[config.mk]
export PLATFORM = sky130hd
export DESIGN_NAME = quad_gen
export DESIGN_NICKNAME = d
export VERILOG_FILES = /design/src/rtl/quad_gen.sv
export SDC_FILE = /design/constraint.sdc
export NUM_CORES = 1
export LEC_CHECK = 0
export ABC_AREA = 0
export CAP_MARGIN = 25
export CORE_MARGIN = 2
export CORE_UTILIZATION = 44
export CTS_CLUSTER_SIZE = 10
export DETAILED_ROUTE_END_ITERATION = 10
export PLACE_DENSITY = 0.7
export REMOVE_ABC_BUFFERS = 1
export SYNTH_ARGS = -nofsm -noshare
export SYNTH_HDL_FRONTEND = slang
export SYNTH_SLANG_ARGS = --single-unit
[constraint.sdc]
create_clock -name clk -period 2.9 [get_ports clk]
set_input_delay 0.58 -clock clk [delete_from_list [all_inputs] [get_ports clk]]
set_output_delay 0.58 -clock clk [all_outputs]
set_load 0.005 [all_outputs]
[src/rtl/quad_gen.sv]
// quad_gen: quadrature encoder emulator.
// Takes step commands (direction, count, pace) over valid/ready and drives a
// Gray-coded A/B waveform that a downstream debounce+encoder chain counts
// +/-1 per step. Rest phase after each step alternates 00 / 11.
//
// Ports:
//   clk, reset            system clock, synchronous active-high reset
//   cmd_valid/cmd_ready   command handshake; ready only while idle
//   cmd_dir               1 = up (A leads B), 0 = down (B leads A)
//   cmd_steps             number of steps (0 allowed)
//   cmd_period            clocks between edges (0 treated as 1)
//   abort                 finish the step in progress, then stop
//   enc_a, enc_b          registered quadrature outputs
//   busy                  ~cmd_ready
//   done                  one-cycle pulse at the end of a command
//   position              net step count, wraps mod 2^WIDTH
//
// Optional build macro QUAD_GEN_BOUNCE_EN: before each edge the moving line
// chatters for min(BOUNCE_LEN, period-1) clocks (new, old, new, ...) and
// settles at the new value on the edge itself.
module quad_gen #(
  parameter int WIDTH      = 8,
  parameter int PERIOD_W   = 16,
  parameter int BOUNCE_LEN = 3
) (
  input  logic                clk,
  input  logic                reset,
  input  logic                cmd_valid,
  output logic                cmd_ready,
  input  logic                cmd_dir,
  input  logic [WIDTH-1:0]    cmd_steps,
  input  logic [PERIOD_W-1:0] cmd_period,
  input  logic                abort,
  output logic                enc_a,
  output logic                enc_b,
  output logic                busy,
  output logic                done,
  output logic [WIDTH-1:0]    position
);

  // ST_ZERO holds off the handshake for one cycle on a zero-step command so
  // done and cmd_ready rise together; ST_FIN keeps busy for the cycle that
  // carries the done pulse of a non-empty command.
  typedef enum logic [2:0] {
    ST_IDLE,
    ST_EDGE1,
    ST_EDGE2,
    ST_FIN,
    ST_ZERO
  } state_t;

  state_t              state_q, state_d;
  logic                dir_q, dir_d;
  logic [WIDTH-1:0]    steps_q, steps_d;
  logic [PERIOD_W-1:0] period_q, period_d;
  logic [PERIOD_W-1:0] cnt_q, cnt_d;
  logic                abort_q, abort_d;
  logic                a_q, a_d;
  logic                b_q, b_d;
  logic                done_q, done_d;
  logic [WIDTH-1:0]    pos_q, pos_d;
  logic                edge_due;

  always_ff @(posedge clk) begin
    if (reset) begin
      state_q  <= ST_IDLE;
      dir_q    <= 1'b0;
      steps_q  <= '0;
      period_q <= '0;
      cnt_q    <= '0;
      abort_q  <= 1'b0;
      a_q      <= 1'b0;
      b_q      <= 1'b0;
      done_q   <= 1'b0;
      pos_q    <= '0;
    end else begin
      state_q  <= state_d;
      dir_q    <= dir_d;
      steps_q  <= steps_d;
      period_q <= period_d;
      cnt_q    <= cnt_d;
      abort_q  <= abort_d;
      a_q      <= a_d;
      b_q      <= b_d;
      done_q   <= done_d;
      pos_q    <= pos_d;
    end
  end

  always_comb begin
    state_d  = state_q;
    dir_d    = dir_q;
    steps_d  = steps_q;
    period_d = period_q;
    cnt_d    = cnt_q;
    abort_d  = abort_q;
    a_d      = a_q;
    b_d      = b_q;
    done_d   = 1'b0;
    pos_d    = pos_q;
    edge_due = (cnt_q == '0);

    case (state_q)
      ST_IDLE: begin
        if (cmd_valid) begin
          dir_d    = cmd_dir;
          period_d = (cmd_period == '0) ? PERIOD_W'(1) : cmd_period;
          cnt_d    = period_d - PERIOD_W'(1);
          steps_d  = cmd_steps;
          abort_d  = 1'b0;
          state_d  = (cmd_steps == '0) ? ST_ZERO : ST_EDGE1;
        end
      end

      ST_EDGE1: begin
        if (abort) abort_d = 1'b1;
        if (edge_due) begin
          // First edge of a step: this is the edge the decoder counts.
          if (dir_q) begin
            a_d   = ~a_q;
            pos_d = pos_q + WIDTH'(1);
          end else begin
            b_d   = ~b_q;
            pos_d = pos_q - WIDTH'(1);
          end
          cnt_d   = period_q - PERIOD_W'(1);
          state_d = ST_EDGE2;
        end else begin
          cnt_d = cnt_q - PERIOD_W'(1);
        end
      end

      ST_EDGE2: begin
        if (abort) abort_d = 1'b1;
        if (edge_due) begin
          if (dir_q) b_d = ~b_q;
          else       a_d = ~a_q;
          if (steps_q == WIDTH'(1) || abort_d) begin
            done_d  = 1'b1;
            state_d = ST_FIN;
          end else begin
            steps_d = steps_q - WIDTH'(1);
            cnt_d   = period_q - PERIOD_W'(1);
            state_d = ST_EDGE1;
          end
        end else begin
          cnt_d = cnt_q - PERIOD_W'(1);
        end
      end

      ST_FIN: begin
        state_d = ST_IDLE;
      end

      ST_ZERO: begin
        done_d  = 1'b1;
        state_d = ST_IDLE;
      end

      default: begin
        state_d = ST_IDLE;
      end
    endcase
  end

  assign cmd_ready = (state_q == ST_IDLE);
  assign busy      = ~cmd_ready;
  assign done      = done_q;
  assign position  = pos_q;

`ifdef QUAD_GEN_BOUNCE_EN
  localparam logic [PERIOD_W-1:0] BL = PERIOD_W'(BOUNCE_LEN);

  logic [PERIOD_W-1:0] blen;
  logic [PERIOD_W-1:0] phase;
  logic                move_a;
  logic                in_edge;
  logic                show_new;
  logic                enc_a_d, enc_b_d;

  // a_q/b_q hold the settled line levels. cnt_q equals the number of clocks
  // left before the edge, so the chatter window is 1 <= cnt_q <= blen and the
  // first clock of the window (cnt_q == blen) shows the new level.
  always_comb begin
    blen     = (BL < period_q - PERIOD_W'(1)) ? BL : period_q - PERIOD_W'(1);
    phase    = blen - cnt_q;
    move_a   = ((state_q == ST_EDGE1) == dir_q);
    in_edge  = (state_q == ST_EDGE1) || (state_q == ST_EDGE2);
    show_new = in_edge && (cnt_q != '0) && (cnt_q <= blen) && !phase[0];
    enc_a_d  = a_d ^ (show_new & move_a);
    enc_b_d  = b_d ^ (show_new & ~move_a);
  end

  always_ff @(posedge clk) begin
    if (reset) begin
      enc_a <= 1'b0;
      enc_b <= 1'b0;
    end else begin
      enc_a <= enc_a_d;
      enc_b <= enc_b_d;
    end
  end
`else
  assign enc_a = a_q;
  assign enc_b = b_q;
`endif

endmodule
==> impl_metrics.yaml, run 1 <==
critical_path:
  rrSetupSlack_ns: 0.18
  rr_endpoint: "cnt_q[14]"
  critPathRequiredTime_ns: 3.13
  critical-path-top-delay-family: "compound AO/OA/AOI/OAI gates"
  crit_arrival_ns: 3.01
  reg2reg_from: "cnt_q[4]"
  path_cells: "clkdlybuf4s50_1 > nor4_4 > a311o_1 > and2_4 > inv_1 > ha_2 > inv_2 > a211oi_4 > nand2_2 > or3_1 > a311oi_2"
  reg2reg_depth: 11
  cp_slowest_cell: "clkdlybuf4s50_1"
  crit_path_start_kind: "input pin"
  max_stage_delay_ns: 0.53
  cp_num_buf_inv: 3
  timing_worst_setup_path_type: "input pin to register"
  cp_max_fo: 3
  worst_setup_path_end_kind: "register"
sta:
  setup_viol: 0
  max_freq_mhz: 359
  layout_setup_ws_ns: 0.116
  slew_violations: 0
  skew_ns: 0.00790
  fin_crit_ns: 2.78
  finalCritPeriodShare_pct: 96.0
  max-slew-margin-rel_pct: 51.7
  worstMarginPinSlew_ns: 0.725
  hold_slack_ns: 0.465
  finalHoldViolCount: 0
  rsz0062_at_grt: "no"
pwr:
  p_seq_share_pct: 45.8
  power.switching_uw: 591
  clock_power_share_pct: 27.2
  ir_drop_mv: 0.238
  p_int_mw: 1.32
  switching_share_pct: 31.0
  p_total_mw: 1.91
  total_leakage_power_nw: 1.63
  p_comb_share_pct: 27.0
  power_density_nw_per_um2: 448
synth:
  synth_cell_types: 59
  ys_warn_count: 0
  synth_cells: 421
  synth_seq_area_share_pct: 33.6
  synth_edf_count: 0
  synthFlopType: "dfxtp_1"
  post_synth.cell_area_avg_um2: 7.93
  ys_seq_elements: 56
  syn-cell-area_um2: 3340
  synth-async-reset-ratio_pct: 0
clocking:
  clk_latency_ns: 0.32
  cts.sinks: 56
  clk_pin_slew_ns: 0.09
  cts_buffers: 5
  root_buffer: "clkbuf_8"
  clockBufferDepth: 2
  postCtsHoldBufs: 0
  htreeDepth: 2
  cts_tree: "built"
placement:
  portBuffers: 41
  hpwl_um: 6420
  pre_cts_ws_ns: -0.526
  place_congestion: 0.887
hold_path:
  hp-class: "register to register"
  worstHoldStart: "period_q[11]"
  whs_path_depth: 2
  hold_end: "period_q[11]"
grt:
  grt_pass1_wl_um: 14600
  grt_start_max_net_pins: 39
  grt_pass1_vias: 3067
  overflow: 0
  grt_usage_pct: 21.3
  antenna_found_initial: 0
routing:
  drc: 0
  ant_nets: 0
  wire_per_inst_um: 15.3
  wl_um: 8920
  vias: 3388
  drt_iter0_markers: 168
  via_per_inst: 5.80
  dr.pass1.iters: 4
die:
  initial_core_util_pct: 45.8
  die_h_um: 91.1
  io_pins: 42
  dieArea_um2: 8300
  die_x_um: 91.1
  rows: 31
  design.core.area_um2: 7290
outcome:
  outcome: "finished clean"
finish:
  antenna_cells: 0
  fin_nets: 523
  drive_gt1_share_pct: 15.3
  filler_cell_count: 682
  final_common_cell: "dfxtp_1"
  areaGrowthSynthToFinish_pct: 27.5
  layout_common_cells: "dfxtp_1 (56), nand2_1 (55), nor2_1 (48)"
run:
  maxCapViolCount: 0
-- routing by layer --
metal,global-route usage [%],wire length [um],vias up
met5,0,0,-
met4,6.31,126,0
met3,2.57,391,11
met2,35.6,4190,89
met1,28.8,4210,1618
li1,-,-,1670
-- area by class of cell --
cell class / instances / area (um2) / share of cell area, %
multi-input cells: 329 / 2130 / 50.1
flip-flops and latches: 56 / 1120 / 26.3
repair buffers: 81 / 731 / 17.2
well taps: 99 / 124 / 2.91
clock buffers: 6 / 72.6 / 1.70
inverters: 11 / 41.3 / 0.970
clock inverters: 2 / 35.0 / 0.823
-- worst max-delay path by stage --
stage / from / cells past startpoint / end
global route: cmd_period[8] / 11 / cnt_q[14]
global placement: cmd_period[2] / 12 / cnt_q[14]
floorplan: state_q[0] / 11 / cnt_q[14]
finish: cmd_period[8] / 11 / cnt_q[14]
detailed placement: cmd_period[2] / 12 / cnt_q[14]
CTS: cmd_period[15] / 12 / cnt_q[4]
-- flip-flops by register name (all words and copies together), names as in the netlist --
| register | cells |
|---|---|
| period_q | 16 |
| cnt_q | 16 |
| enc_b | 1 |
| state_q | 3 |
| position | 8 |
| done | 1 |
| steps_q | 8 |
| abort_q | 1 |
| enc_a | 1 |
| dir_q | 1 |
-- metrics by stage --
step           util [%]  instances  TNS (ns)  cell area [um2]
2_1_floorplan         -        396         0             3220
3_3_place_gp       55.7        575     -3.37             4060
3_5_place_dp       55.7        575     -4.25             4060
4_1_cts            57.7        584         0             4210
5_1_grt            58.4        584         0             4260
6_report           58.4        584         0             4260
-- power by group through the flow --
| stage | combinational [mW] | clock, mW | sequential (mW) |
|---|---|---|---|
| 3_5_place_dp | 0.486 | 0 | 0.887 |
| 2_1_floorplan | 0.288 | 0 | 0.877 |
| 6_report | 0.516 | 0.518 | 0.873 |
| 5_1_grt | 0.564 | 0.564 | 0.879 |
| 4_1_cts | 0.498 | 0.534 | 0.870 |
| 3_3_place_gp | 0.478 | 0 | 0.886 |
-- synth_stat cells, types with 3 or more instances --
master | count | area [um2]
nand2b_1 | 4 | 25.0
mux2i_1 | 8 | 80.1
nor4_1 | 12 | 75.1
a21oi_1 | 30 | 150
nor3_1 | 15 | 75.1
a22oi_1 | 3 | 22.5
a21o_1 | 3 | 22.5
inv_1 | 11 | 41.3
buf_2 | 3 | 15.0
and2_1 | 4 | 25.0
dfxtp_1 | 56 | 1120
o21bai_1 | 6 | 45.0
a31oi_1 | 4 | 25.0
nand4_1 | 4 | 25.0
o311ai_0 | 4 | 35.0
a311oi_1 | 8 | 70.1
o21ai_0 | 20 | 100
a211oi_1 | 21 | 158
nor2_1 | 48 | 180
nand2_1 | 56 | 210
a31o_2 | 3 | 26.3
a211o_1 | 6 | 52.6
ha_1 | 9 | 113
nand3_1 | 6 | 30.0
xnor2_1 | 16 | 140
clkbuf_1 | 19 | 71.3
-- tightest hold or removal path, delay by kind of cell, from the launching register on --
kind | cells | cell delay, ns
AOI/OAI and AO/OA | 1 | 0.05
DFF | 1 | 0.32
and+or+nand+nor | 1 | 0.05
-- logic make-up (layout without fill, tap and decap cells) --
family | after synthesis | count (layout) | share of synthesized area [%]
AND/OR/NAND/NOR | 167 | 167 | 23.5
AO/OA/AOI/OAI | 125 | 125 | 26.5
flip-flops | 56 | 56 | 33.6
buffers and inverters | 36 | 100 | 4.72
XOR/XNOR | 17 | 17 | 4.68
adder cells (fa/ha/maj) | 10 | 10 | 3.97
multiplexers | 10 | 10 | 3.07
-- what timing repair did --
action / 4_1_cts / 5_1_grt
pin swaps: 2 / 9
endpoints found under the setup margin: 7 / 7
setup buffers: 1 / 0
gates resized for setup: 6 / 14
(Power assumes the default switching activity.)
==> inputs of run 2 (changes only) <==
--- a/config.mk
+++ b/config.mk
@@ -15,2 +15,3 @@
 export REMOVE_ABC_BUFFERS = 1
+export SETUP_SLACK_MARGIN = 0.02
 export SYNTH_ARGS = -nofsm -noshare
==> constraint.sdc (replaced) <==
create_clock -name clk -period 2.9 [get_ports clk]
set_input_delay 0.29 -clock clk [delete_from_list [all_inputs] [get_ports clk]]
set_output_delay 0.29 -clock clk [all_outputs]
set_load 0.005 [all_outputs]
==> impl_metrics.yaml, run 2 (synthesized netlist as in run 1, its figures left out) <==
finish:
  final_common_cell: "nand2_1"
  fin_nets: 515
  antenna_cells: 0
  drive_gt1_share_pct: 14.0
  areaGrowthSynthToFinish_pct: 24.2
  stdcell_count: 576
  top_regs: "cnt_q: 16 flops, period_q: 16 flops"
  layout_common_cells: "nand2_1 (55), dfxtp_1 (49), nor2_1 (48)"
hold_path:
  hp-class: "input pin to register"
clocking:
  cts_tree: "built"
  clk_latency_ns: 0.32
  postCtsHoldBufs: 0
  clk_pin_slew_ns: 0.11
  htreeDepth: 2
  root_buffer: "clkbuf_8"
  clockBufferDepth: 2
  cts.sinks: 56
  cts_buffers: 5
sta:
  skew_ns: 0.00522
  max_freq_mhz: 363
  fin_crit_ns: 2.76
  finalCritPeriodShare_pct: 95.0
  hold_slack_ns: 0.330
  worstMarginPinSlew_ns: 0.801
  layout_setup_ws_ns: 0.145
  slew_violations: 0
  setup_viol: 0
  max-slew-margin-rel_pct: 46.6
  rsz0062_at_grt: "no"
  finalHoldViolCount: 0
pwr:
  p_comb_share_pct: 25.5
  total_leakage_power_nw: 1.54
  p_total_mw: 1.91
  power.switching_uw: 602
  power_density_nw_per_um2: 459
  p_seq_share_pct: 45.9
  switching_share_pct: 31.6
  ir_drop_mv: 0.220
  clock_power_share_pct: 28.6
  p_int_mw: 1.30
run:
  maxCapViolCount: 0
grt:
  grt_usage_pct: 20.5
  antenna_found_initial: 0
  grt_start_max_net_pins: 40
  grt_pass1_vias: 3008
  grt_pass1_wl_um: 14200
  overflow: 0
critical_path:
  crit_arrival_ns: 2.99
  path_cells: "xnor2_2 > or2_4 > a311o_1 > and2_1 > inv_1 > ha_1 > inv_2 > a211oi_4 > nand2_2 > or3_1 > a311oi_1"
  max_stage_delay_ns: 0.37
  timing_worst_setup_path_type: "register to register"
  critPathRequiredTime_ns: 3.13
  cp_max_fo: 6
  crit_path_start_kind: "register"
  cp_slowest_cell: "a211oi_4"
  worst_setup_path_end_kind: "register"
routing:
  wire_per_inst_um: 15.2
  drc: 0
  ant_nets: 0
  vias: 3283
  drt_iter0_markers: 201
  dr.pass1.iters: 5
  via_per_inst: 5.70
  wl_um: 8730
die:
  initial_core_util_pct: 45.8
  die_h_um: 91.1
  dieArea_um2: 8300
  io_pins: 42
  die_x_um: 91.1
  design.core.area_um2: 7290
  rows: 31
placement:
  portBuffers: 41
  place_congestion: 0.907
  pre_cts_ws_ns: -0.281
  placed_cells_incl_taps: 567
  hpwl_um: 6320
outcome:
  outcome: "finished clean"
## run 2: worst paths after layout
| path | slack (ns) | cells after the start | start | to |
|---|---|---|---|---|
| setup reg to reg | 0.14 | 11 | state_q[1] | cnt_q[14] |
| hold / removal | 0.33 | 3 | cmd_period[2] | period_q[2] |
| setup / recovery | 0.14 | 11 | state_q[1] | cnt_q[14] |
| hold reg to reg | 0.46 | 2 | period_q[11] | period_q[11] |
## run 2: layout make-up
class	instances	area [um2]
fillers	722	3140
multi-input cells	329	2090
flip-flops and latches	56	1130
repair buffers	73	648
well taps	99	124
clock buffers	5	68.8
clock inverters	3	47.5
inverters	11	41.3
## run 2: layer usage
metal  wire length, um  up-vias  global-route usage (%)
li1                  -     1649                       -
met1              4250     1539                    28.5
met2              4010       83                    33.0
met3               341       12                    2.57
met4               137        0                    6.82
met5                 0        -                       0
## run 2: worst max-delay path: cells and delay by family, from the launching register on
kind | cells | cell delay (ns)
AO/OA/AOI/OAI | 3 | 0.94
AND/OR/NAND/NOR | 4 | 0.91
flip-flops | 1 | 0.35
adder cells (fa/ha/maj) | 1 | 0.17
XOR/XNOR | 1 | 0.16
buffers and inverters | 2 | 0.12
## run 2: metrics by stage
| stage | instance area [um2] | TNS [ns] | utilization [%] |
|---|---|---|---|
| after floorplan | 3220 | 0 | - |
| after global placement | 3990 | -0.477 | 54.7 |
| after detailed placement | 3990 | -1.08 | 54.7 |
| after CTS | 4120 | 0 | 56.4 |
| after global routing | 4150 | 0 | 56.9 |
| final | 4150 | 0 | 56.9 |
## run 2: power groups by stage
stage	clock, mW	combinational [mW]	sequential (mW)
3_3_place_gp	0	0.461	0.886
5_1_grt	0.582	0.535	0.880
3_5_place_dp	0	0.471	0.887
6_report	0.545	0.486	0.875
2_1_floorplan	0	0.288	0.877
4_1_cts	0.552	0.476	0.870
## run 2: what timing repair did
action,4_1_cts,5_1_grt
pin swaps,0,3
setup buffers,0,1
setup endpoints to repair,1,8
resized for setup,1,13
